==> src/rtl/qpd_demod_sequencer.sv <==
// Time-shares one signed NUM_BITS x NUM_BITS multiplier across the four QPD demodulation lanes.
// Optional build macro: QPD_SEQ_OVERRUN_CNT_EN adds a saturating dropped-tick counter port.
module qpd_demod_sequencer #(
  parameter int NUM_BITS = 24
) (
  input  logic                clk_i,
  input  logic                reset_ni,
  input  logic                tick_i,
  input  logic [NUM_BITS-1:0] diff_i,
  input  logic [NUM_BITS-1:0] sum_i,
  input  logic [NUM_BITS-1:0] sin_i,
  input  logic [NUM_BITS-1:0] cos_i,
  output logic [NUM_BITS-1:0] product_o,
  output logic [1:0]          lane_o,
  output logic                product_valid_o,
  input  logic                product_ready_i,
  input  logic                filt_done_i,
  output logic                done_o,
  output logic                busy_o,
  output logic                overrun_o,
`ifdef QPD_SEQ_OVERRUN_CNT_EN
  output logic [7:0]          overrun_cnt_o,
`endif
  output logic [1:0]          state_o
);

  typedef enum logic [1:0] {IDLE, ISSUE, DRAIN, WAIT_DONE} state_t;

  // Stream handshake: a product transfers on any edge where product_valid_o && product_ready_i;
  // once valid is raised, product_o and lane_o hold until that transfer happens.

  state_t              state_q, state_d;
  logic [1:0]          cnt_q, cnt_d;
  logic [NUM_BITS-1:0] diff_q, sum_q, sin_q, cos_q;
  logic [NUM_BITS-1:0] prod_q, prod_d;
  logic [1:0]          lane_q, lane_d;
  logic                valid_q, valid_d;
  logic                done_q, done_d;
  logic                ovr_q, ovr_d;
  logic                capture;
  logic                adv;

  logic signed [NUM_BITS-1:0]   op_a, op_b;
  logic signed [2*NUM_BITS-1:0] full_prod;

  // Lane bit 1 selects diff/sum, bit 0 selects sin/cos.
  assign op_a      = cnt_q[1] ? sum_q : diff_q;
  assign op_b      = cnt_q[0] ? cos_q : sin_q;
  assign full_prod = op_a * op_b;
  assign adv       = !valid_q || product_ready_i;

  always_comb begin
    state_d = state_q;
    cnt_d   = cnt_q;
    prod_d  = prod_q;
    lane_d  = lane_q;
    valid_d = valid_q;
    done_d  = 1'b0;
    ovr_d   = 1'b0;
    capture = 1'b0;
    case (state_q)
      IDLE: begin
        if (tick_i) begin
          capture = 1'b1;
          cnt_d   = 2'd0;
          state_d = ISSUE;
        end
      end
      ISSUE: begin
        if (adv) begin
          prod_d  = full_prod[2*NUM_BITS-1:NUM_BITS];
          lane_d  = cnt_q;
          valid_d = 1'b1;
          cnt_d   = cnt_q + 2'd1;
          if (cnt_q == 2'd3) state_d = DRAIN;
        end
        if (tick_i) ovr_d = 1'b1;
      end
      DRAIN: begin
        if (valid_q && product_ready_i) begin
          valid_d = 1'b0;
          state_d = WAIT_DONE;
        end
        if (tick_i) ovr_d = 1'b1;
      end
      WAIT_DONE: begin
        if (filt_done_i) begin
          done_d = 1'b1;
          if (tick_i) begin
            capture = 1'b1;
            cnt_d   = 2'd0;
            state_d = ISSUE;
          end else begin
            state_d = IDLE;
          end
        end else if (tick_i) begin
          ovr_d = 1'b1;
        end
      end
      default: state_d = IDLE;
    endcase
  end

  always_ff @(posedge clk_i or negedge reset_ni) begin
    if (!reset_ni) begin
      state_q <= IDLE;
      cnt_q   <= '0;
      diff_q  <= '0;
      sum_q   <= '0;
      sin_q   <= '0;
      cos_q   <= '0;
      prod_q  <= '0;
      lane_q  <= '0;
      valid_q <= 1'b0;
      done_q  <= 1'b0;
      ovr_q   <= 1'b0;
    end else begin
      state_q <= state_d;
      cnt_q   <= cnt_d;
      prod_q  <= prod_d;
      lane_q  <= lane_d;
      valid_q <= valid_d;
      done_q  <= done_d;
      ovr_q   <= ovr_d;
      if (capture) begin
        diff_q <= diff_i;
        sum_q  <= sum_i;
        sin_q  <= sin_i;
        cos_q  <= cos_i;
      end
    end
  end

`ifdef QPD_SEQ_OVERRUN_CNT_EN
  logic [7:0] ovr_cnt_q, ovr_cnt_d;

  always_comb begin
    ovr_cnt_d = ovr_cnt_q;
    if (ovr_d && ovr_cnt_q != 8'hFF) ovr_cnt_d = ovr_cnt_q + 8'd1;
  end

  always_ff @(posedge clk_i or negedge reset_ni) begin
    if (!reset_ni) ovr_cnt_q <= '0;
    else           ovr_cnt_q <= ovr_cnt_d;
  end

  assign overrun_cnt_o = ovr_cnt_q;
`endif

  assign product_o       = prod_q;
  assign lane_o          = lane_q;
  assign product_valid_o = valid_q;
  assign done_o          = done_q;
  assign overrun_o       = ovr_q;
  assign busy_o          = (state_q != IDLE);
  assign state_o         = state_q;

endmodule

==> config.mk <==
export PLATFORM = sky130hd
export DESIGN_NAME = qpd_demod_sequencer
export DESIGN_NICKNAME = d
export VERILOG_FILES = /design/src/rtl/qpd_demod_sequencer.sv
export SDC_FILE = /design/constraint.sdc
export NUM_CORES = 2
export LEC_CHECK = 0
export CORE_ASPECT_RATIO = 1.1
export CORE_MARGIN = 2
export CORE_UTILIZATION = 35
export DETAILED_ROUTE_END_ITERATION = 8
export PLACE_DENSITY = 0.6
export RECOVER_POWER = 50
export SLEW_MARGIN = 10
export SYNTH_ARGS = -nofsm -noshare
export SYNTH_HDL_FRONTEND = slang
export SYNTH_SLANG_ARGS = --single-unit
==> constraint.sdc <==
create_clock -name clk_i -period 7.5 [get_ports clk_i]
set_input_delay 1.5 -clock clk_i [delete_from_list [all_inputs] [get_ports clk_i]]
set_output_delay 1.5 -clock clk_i [all_outputs]
set_load 0.02 [all_outputs]
* Word-level counts from Yosys, hierarchy flattened
Index checks and enable logic that the tools add are counted.
** Storage, ports and cells
- Latch bits :: 0
- Memories kept :: 0
- RAM bits :: 0
- Memory bits (read-only) :: 0
- Register bits after elaboration :: 129
- Output and inout bits :: 32
- Word-level logic and storage cells :: 57
** Operators by class
- Multiplexer cells :: 23
- Bitwise gates (word level) :: 0
- Reductions and logical operators :: 12
- Div/mod/pow operators :: 0
- $mul :: 1
- Shifts and indexed selects :: 0
- Equality and inequality tests :: 9
- $lt $le $gt $ge :: 0
- Add/sub/neg operators :: 1
** Operators with widths (number)
- $mul A24 B24 Y48 :: 1
- $mux W24 :: 2
- $mux W2 :: 8
- $ne A2 B2 Y1 const B :: 5
- $mux W1 :: 8
- $pmux W2 S4 :: 1
- $eq A2 B2 Y1 const B :: 3
- $pmux W1 S2 :: 3
- $pmux W2 S3 :: 1
- $reduce_and A3 Y1 :: 2
- $reduce_and A5 Y1 :: 1
- $reduce_bool A2 Y1 :: 2
- $reduce_bool A3 Y1 :: 1
- $add A2 B1 Y2 const B :: 1
- $eq A2 B1 Y1 const B :: 1
- $logic_not A2 Y1 :: 1
- $reduce_and A2 Y1 :: 1
- $reduce_or A2 Y1 :: 1
- $logic_and A1 B1 Y1 :: 1
- $logic_not A1 Y1 :: 1
- $logic_or A1 B1 Y1 :: 1

* Depth between registers and ports, before layout
- Word-level depth :: 4
- Depth in mapped cells :: 29

* Worst setup path after synthesis
No wires, ideal clock.
- Kind :: flip-flop to flip-flop
- From :: register cnt_q[1]
- To :: register prod_q[21], in the netlist product_o[21]
- Path slack :: -0.265 ns
- Stages on the path, launching flop included :: 29
- Buffers on the path :: 3
- Setup time :: 0.092 ns
- Arrival :: 7.673 ns
- Path through :: dfrtp_1 > buf_4 > clkbuf_1 > clkbuf_1 > mux2i_1 > nor2_1 > fa_1 > inv_1 > fa_1 > fa_1 > inv_1 > fa_1 > inv_1 > fa_1 > inv_1 > fa_1 > inv_1 > fa_1 > inv_1 > ha_1 > nand3_1 > nor4_2 > a22oi_2 > a31oi_4 > o21ai_2 > a2111oi_4 > o211ai_1 > nor3b_1 > o31ai_2
** Between the ends
- Cells in the longest elaborated chain, start to end :: 2
** Ends and longest elaborated chain
- start, declared :: RTL line 33 : logic [1:0] cnt_q, cnt_d;
- start signal, assigned :: RTL line 119 : cnt_q <= cnt_d;
- $mux W24 :: RTL line 47 : assign op_a = cnt_q[1] ? sum_q : diff_q;
- $mul A24 B24 Y48 :: RTL line 49 : assign full_prod = op_a * op_b;
- end signal, assigned :: RTL line 120 : prod_q <= prod_d;
- end, declared :: RTL line 35 : logic [NUM_BITS-1:0] prod_q, prod_d;
No other way between the ends.
A chain may end at the register's enable or synchronous reset.

* Worst setup path in the final report
- From :: register cnt_q[0]
- To :: register prod_q[21], in the netlist product_o[21]
** Between the ends
- Cells in the longest elaborated chain, start to end :: 2
** Ends and longest elaborated chain
- $mux W24 :: RTL line 48 : assign op_b = cnt_q[0] ? cos_q : sin_q;
- $mul A24 B24 Y48 :: RTL line 49
No other way between the ends.

==> metrics <==
status=complete, but fails checks; failing checks=max-capacitance violations, max-slew violations; Final Hold Viols=0; yosys warns=0; Hold Path End=product_o[0]; async set-reset flop share out of synthesis=1.00; width of the die=263 um; Yosys top cell by area=fa_1; Die Area=approximately 76000 um2; iteration-0 DRC count of the detailed router=~1100; Slew HR=-1.27; Final Instance Area=31000 um2; Mapped Cells=2627; CP Cell Sequence=clkbuf_16 > mux2i_1 > nor2_1 > fa_1 > inv_1 > fa_1 > fa_1 > inv_1 > fa_1 > inv_1 > fa_1 > fa_1 > fa_1 > inv_1 > ha_1 > a21oi_2 > o21ai_1 > a21o_1 > a221o_2 > o21ai_4 > a2111oi_4 > o211ai_1 > nor3b_2 > o31ai_2; clk sinks=129; slowest CP cell=fa_1; delay-heaviest family, CP=adder cells; GRT Util Overall=0.215; dpl hpwl=65700 um; crit path kind=reg -> reg; share of cells above drive strength 1=0.166; Setup violations, final=0; commonest non-fill, non-tap cells in the layout=605 x inv_1, 595 x fa_1, 321 x nand2_1; Crit Path Max Fanout=6; I/O pin cnt=133; CP Launch Type=register; H-tree levels=4; EDFF count, synth=0; Hold Crit Class=reg -> reg; Fin Hold WS=approximately 0.48 ns; Post-route DRC=0; Post-Place Cells=3804; grt ovf=0; Max stage delay on crit path=approximately 0.59 ns; Tightest Pin Transition=3.41 ns; total wire length=a little under 80000 um; min cycle time layout=7.31 ns; drt via density=between 4 and 5; Rows=104; antenna violations before repair=0; top_reg_cell synth=dfrtp_1; CTS Hold Bufs=0; Slew Limit Fails=163; skew final=0.0156 ns; CP dominant cell by count=fa_1; Cell Area, Placed=around 30000 um2; commonest non-fill, non-tap cell in the layout=inv_1; Arrival @ worst endpoint=7.63 ns; Final #Nets=between 3000 and 4000; clk slew on worst S/H paths=0.07 ns; Mean Syn Cell Area=9.81 um2; WL/cell=20.3 um; register area share after synthesis=0.125; core area=73000 um2; worst r2r src=cnt_q[0]; port bufs=132; Worst Reg2Reg Path Length in Cells=24; Vias=19158; layout overhead on the synthesized area=20.1%; Hold Crit Start=product_o[0]; CTS Buf Count=17; CTS tree=built; CP bufs+invs=5; synthesis-stage register bit count=129; GPL Wtd Cong=0.943; largest net degree at the start of global routing=75; Worst setup EP type=register; top-area cell type share of the netlist area=0.471; Max-cap violations=3; Initial Util=0.353; vias in the first global route=21188; Final Instance Count excl. Fillers=3882; Achievable Freq=between 0.1 and 0.15 GHz; Post-Syn Nets=between 3000 and 4000; RSZ-0062 raised after global routing=yes; Final period util=0.974; worst r2r dst=product_o[21]; Synth Cell Area=25800 um2; Die H=289 um; Total Neg Setup Slack=0 ns; R2R Setup Slk=~0.19 ns; root buffer cell=clkbuf_16; first-pass GRT wire length=about 120000 um; synth top area cells=fa_1 47%, dfrtp_1 13%, inv_1 8.9%; number of cells on the worst hold path=2; CP Launch Point=cnt_q[0]; Fillers=between 7000 and 8000; worst skew pair latency=0.47 ns; Cell variety after synth=slightly above 60; DRT antenna net count=0; drt first pass iters=5; CTS max path bufs=2; CP required=7.83 ns
metrics by stage:
step	util	worst slack (ns)
2_1_floorplan	-	0.0598
3_3_place_gp	0.405	-0.0148
3_5_place_dp	0.405	-0.101
4_1_cts	0.413	0.0153
5_1_grt	0.424	-0.120
6_report	0.424	0.193
sequential cells by signal (all words and copies together), names as in the netlist:
signal	count
product_o	24
diff_q	24
cnt_q	2
sum_q	24
cos_q	24
done_o	1
overrun_o	1
state_o	2
sin_q	24
product_valid_o	1
lane_o	2
cell usage after synthesis, types with 2 or more instances:
cell       count
inv_1        610
fa_1         606
nand2_1      325
nor2_1       299
mux2_2       142
ha_1         137
dfrtp_1      129
clkbuf_1     103
mux2i_1       47
o21ai_0       39
a21oi_1       29
xnor2_1       23
a21o_1        18
xor2_1        11
nand3_1        9
nand2b_1       7
a31oi_1        6
nand4_1        6
a211oi_1       5
nor2b_1        5
nor3_1         5
o211ai_1       4
o21ai_1        4
or3_1          4
and2_1         3
and3_1         3
nor3b_1        3
o2111ai_1      3
or2_2          3
a22oi_1        2
a32o_1         2
and4_1         2
o21a_1         2
o21bai_1       2
o22ai_1        2
cell families after synthesis:
kind of cell / share of synthesized area
buf+inv: 0.105
flops: 0.125
mux: 0.0812
compound gates: 0.0348
simple gates: 0.105
fa+ha+maj: 0.537
xor+xnor: 0.0116
routing by layer:
metal | vias up | track usage | wire, um
li1 | 8347 | - | -
met3 | 186 | 0.0279 | 4830
met1 | 9943 | 0.241 | 28300
met4 | 0 | 0.109 | 4170
met5 | - | 0 | 0
met2 | 682 | 0.402 | 41500
worst max-delay path by stage:
stage	end	slack [ns]	cells after the start
2_1_floorplan	product_o[21]	0.06	26
3_3_place_gp	product_o[18]	-0.01	24
3_5_place_dp	product_o[21]	-0.10	24
4_1_cts	product_o[21]	0.02	27
5_1_grt	product_o[21]	-0.12	26
6_report	product_o[21]	0.19	24
worst register-to-register path, stage by stage, from the launching register on:
cell and delay, ns:
dfrtp_2 0.50, clkbuf_16 0.21, mux2i_1 0.45, nor2_1 0.14
fa_1 0.55, inv_1 0.05, fa_1 0.46, fa_1 0.54
inv_1 0.07, fa_1 0.51, inv_1 0.06, fa_1 0.59
fa_1 0.44, fa_1 0.49, inv_1 0.04, ha_1 0.31
a21oi_2 0.18, o21ai_1 0.13, a21o_1 0.21, a221o_2 0.43
o21ai_4 0.22, a2111oi_4 0.11, o211ai_1 0.22, nor3b_2 0.22
o31ai_2 0.07
area by class of cell:
| class | count | area (um2) | area share |
|---|---|---|---|
| multi-input combinational | 1784 | 20200 | 0.653 |
| timing repair buffer | 371 | 3450 | 0.112 |
| sequential | 129 | 3230 | 0.104 |
| inverter | 611 | 2290 | 0.0741 |
| tap | 954 | 1190 | 0.0386 |
| clock buffer | 20 | 447 | 0.0144 |
| clock inverter | 12 | 109 | 0.00352 |
| antenna | 1 | 2.50 | 0.0000808 |
what timing repair did:
item	CTS	global route
setup buffers	3	34
setup endpoints to repair	9	15
cloned	0	8
resized for setup	3	88
pin swaps	1	26
Power is not shown: default switching activity piles up to over one toggle a cycle in this logic, so the estimate is an artifact.
==> variant (config.mk and constraints unchanged) <==
`prod_q` no longer has a reset.
--- a/src/rtl/qpd_demod_sequencer.sv
+++ b/src/rtl/qpd_demod_sequencer.sv
@@ -110,5 +110,4 @@
       sin_q   <= '0;
       cos_q   <= '0;
-      prod_q  <= '0;
       lane_q  <= '0;
       valid_q <= 1'b0;
@@ -118,5 +117,4 @@
       state_q <= state_d;
       cnt_q   <= cnt_d;
-      prod_q  <= prod_d;
       lane_q  <= lane_d;
       valid_q <= valid_d;
@@ -130,4 +128,8 @@
       end
     end
+  end
+
+  always_ff @(posedge clk_i) begin
+    prod_q <= prod_d;
   end
 
Behaviour: not the same (Yosys sat finds a counterexample within 4 cycles, from zero or initial values and one cycle with reset_ni low; the reset may be asserted at any time).
==> variant against the unedited design <==
- the run ends with max-capacitance violations, max-slew violations, negative setup slack left
- sequential share of layout area down 0.17 points
- setup slack worse by 0.20 ns
- count of clock-buffer cells in the layout shrank 1
- sequential cell count unchanged
- largest cell class unchanged
- design area is 5.4% higher
- routed wire length rose by 4.6%
- highest routed layer is now met5
- synthesized area shrank 1.4%
- synthesized cell count shrank 3.7%
Power is not shown: default switching activity piles up to over one toggle a cycle in this logic, so the estimate is an artifact.
==> variant: results (changes against the unedited design) <==
----------------------------------------------------
[CTS]
  TritonCTS Buffers ... 17 (unchanged)
  Clock latency on the worst-skew pair ... 0.50 ns (+0.03 ns)
  CTS HTree Levels ... 4 (unchanged)
  Worst-path clk slew ... ~0.080 ns

[Placement]
  HPWL Detailed ... 69.1 mm (+5.2%)
  Routability Congestion ... 1.01 (+6.9%)
  Setup WS pre-CTS ... -0.740 ns (-0.639 ns)
  IO Port Bufs ... 132 (unchanged)

[GRT]
  Largest net degree at the start of global routing ... 78 (+4.0%)
  Overall Global Routing Usage ... 23.3% (+1.8 points)
  Global-route wire length before repair ... 127 mm (+4.1%)
  Number of antenna violations at the first check in global routing ... 1 (+1)
  Number of global-route vias before repair ... 21532 (+1.6%)

[Finish]
  Fraction of layout instances using a drive strength above 1 ... 24.1% (+7.5 points)
  Number of nets at the end of the flow ... 3828 (+1.9%)
  Diodes inserted ... 0 (-1)
  Fillers ... 6776 (-4.0%)

[Synthesis]
  Commonest cells in the netlist ... inv_1, fa_1, nand2_1, nor2_1, mux2_2
  Leading cell types by total area after synthesis ... fa_1, dfrtp_1, inv_1
  Multiplexer fraction of the synthesized cell area ... 8.25% (+0.13 points)
  Number of synthesized flops with an enable pin ... 24 (+24)
  Adder-cell share of the synthesized area ... 54.5% (+0.77 points)
  Xor and xnor area share after synthesis ... 1.28% (+0.12 points)
  Sequential-to-total area share from yosys stat ... 13.2% (+0.65 points)
  Synth Net Count ... 3375 (-2.8%)
  Post-synth ARST share ... 81.4% (-19 points)
  Count of unique library cells instantiated by Yosys ... 52 (-16%)
  Primary flip-flop cell chosen by synthesis mapping ... dfrtp_1
  Synth Area in Compound Gates ... 2.72% (-0.76 points)

[Job]
  Max-capacitance violation count ... 3 (unchanged)

[Routing]
  WL final ... 82.4 mm (+4.6%)
  Initial DRC Count ... 1174 (+4.6%)
  Vias ... 19222 (+0.33%)
  TritonRoute pass-1 iters ... 5 (unchanged)

[Status]
  Failing checks ... max-capacitance violations, max-slew violations, negative setup slack
  Outcome ... finished with violations

[STA]
  Transition time of the tightest slew-check pin ... 3.61 ns (+0.205 ns)
  Final setup fails ... 1 (+1)
  Worst setup slack after layout ... -0.00630 ns (-0.200 ns)
  Total count of max-transition violations in the final report ... 133 (-18%)
  Total negative setup slack ... -0.00630 ns (-0.00630 ns)
  Clock Skews ... 0.0255 ns (+0.00991 ns)

[Setup path]
  Data arrival time at the worst-slack endpoint ... 7.74 ns (+0.11 ns)
  Maximum fanout along the worst path ... 7 (+1)

----------------------------------------------------
variant: cell count changes after synthesis, moves of 5 or more:
cell      delta
nand2_1     -29
clkbuf_1     -6
edfxtp_1    +24
dfrtp_1     -24
nand3_1      -7
o21ai_0     -27
nor2_1       -5
a31oi_1      -6
variant: layout make-up:
class	count	area [um2]	share of cell area, %
multi-input combinational	1692	20300	62.1
timing repair buffer	534	4900	15.0
sequential	129	3350	10.3
inverter	610	2290	7.01
tap	945	1180	3.62
clock buffer	19	464	1.42
clock inverter	13	183	0.560
variant: final timing paths:
check	from	endpoint	slack [ns]	depth (start not counted)
min in group asynchronous	reset_ni	sum_q[18]$_DFFE_PN0P_	1.65	1
hold reg to reg	diff_q[22]$_DFFE_PN0P_	diff_q[22]$_DFFE_PN0P_	0.53	1
hold / removal	diff_q[22]$_DFFE_PN0P_	diff_q[22]$_DFFE_PN0P_	0.53	1
setup reg to reg	cnt_q[1]$_DFFE_PN0P_	product_o[23]$_DFFE_PP_	-0.006	27
max in group asynchronous	reset_ni	cnt_q[0]$_DFFE_PN0P_	1.28	2
setup / recovery	cnt_q[1]$_DFFE_PN0P_	product_o[23]$_DFFE_PP_	-0.006	27
variant: repair_timing:
| item | 4_1_cts | 5_1_grt |
|---|---|---|
| setup endpoints to repair | 22 | 22 |
| resized for setup | 91 | 157 |
| hold endpoints to repair | 0 | 0 |
| pin swaps | 51 | 88 |
| setup buffers | 41 | 40 |
| cloned | 3 | 2 |
variant: cell families (layout without fill, tap and decap cells):
logic type / Yosys count / after routing
fa+ha+maj: 743 / 743
buf+inv: 710 / 1176
flops: 129 / 129
mux: 190 / 190
compound gates: 99 / 99
xor+xnor: 37 / 37
simple gates: 623 / 623
variant: worst max-delay path, stage by stage (launching register included):
cell and delay [ns]:
dfrtp_2 0.44, buf_4 0.15, buf_12 0.12, buf_12 0.14, buf_4 0.15, mux2_4 0.39, nand2_2 0.10, fa_1 0.46
fa_1 0.60, fa_2 0.46, fa_1 0.41, fa_1 0.50, inv_1 0.06, fa_1 0.56, inv_1 0.06, fa_1 0.47
inv_1 0.06, ha_4 0.22, a21oi_2 0.15, o21ai_2 0.10, a2111oi_4 0.36, o2111ai_4 0.20, a31oi_4 0.31, buf_6 0.17
o21ai_4 0.07, a221oi_2 0.28, o21bai_1 0.11, xnor2_1 0.14
variant: routing by layer:
layer	up-vias	wire, um	GRT usage [%]
li1	8361	-	-
met5	-	13	0
met3	202	4470	3.32
met1	10026	29500	26.3
met4	2	5530	14.4
met2	631	42900	41.2
variant: per-stage QoR:
step	instances	cell area, um2	utilization [%]
floorplan	2531	25400	-
global placement	3828	30100	41.9
detailed placement	3828	30100	41.9
CTS	3902	31600	44.0
global route	3942	32600	45.5
finish	3942	32600	45.5
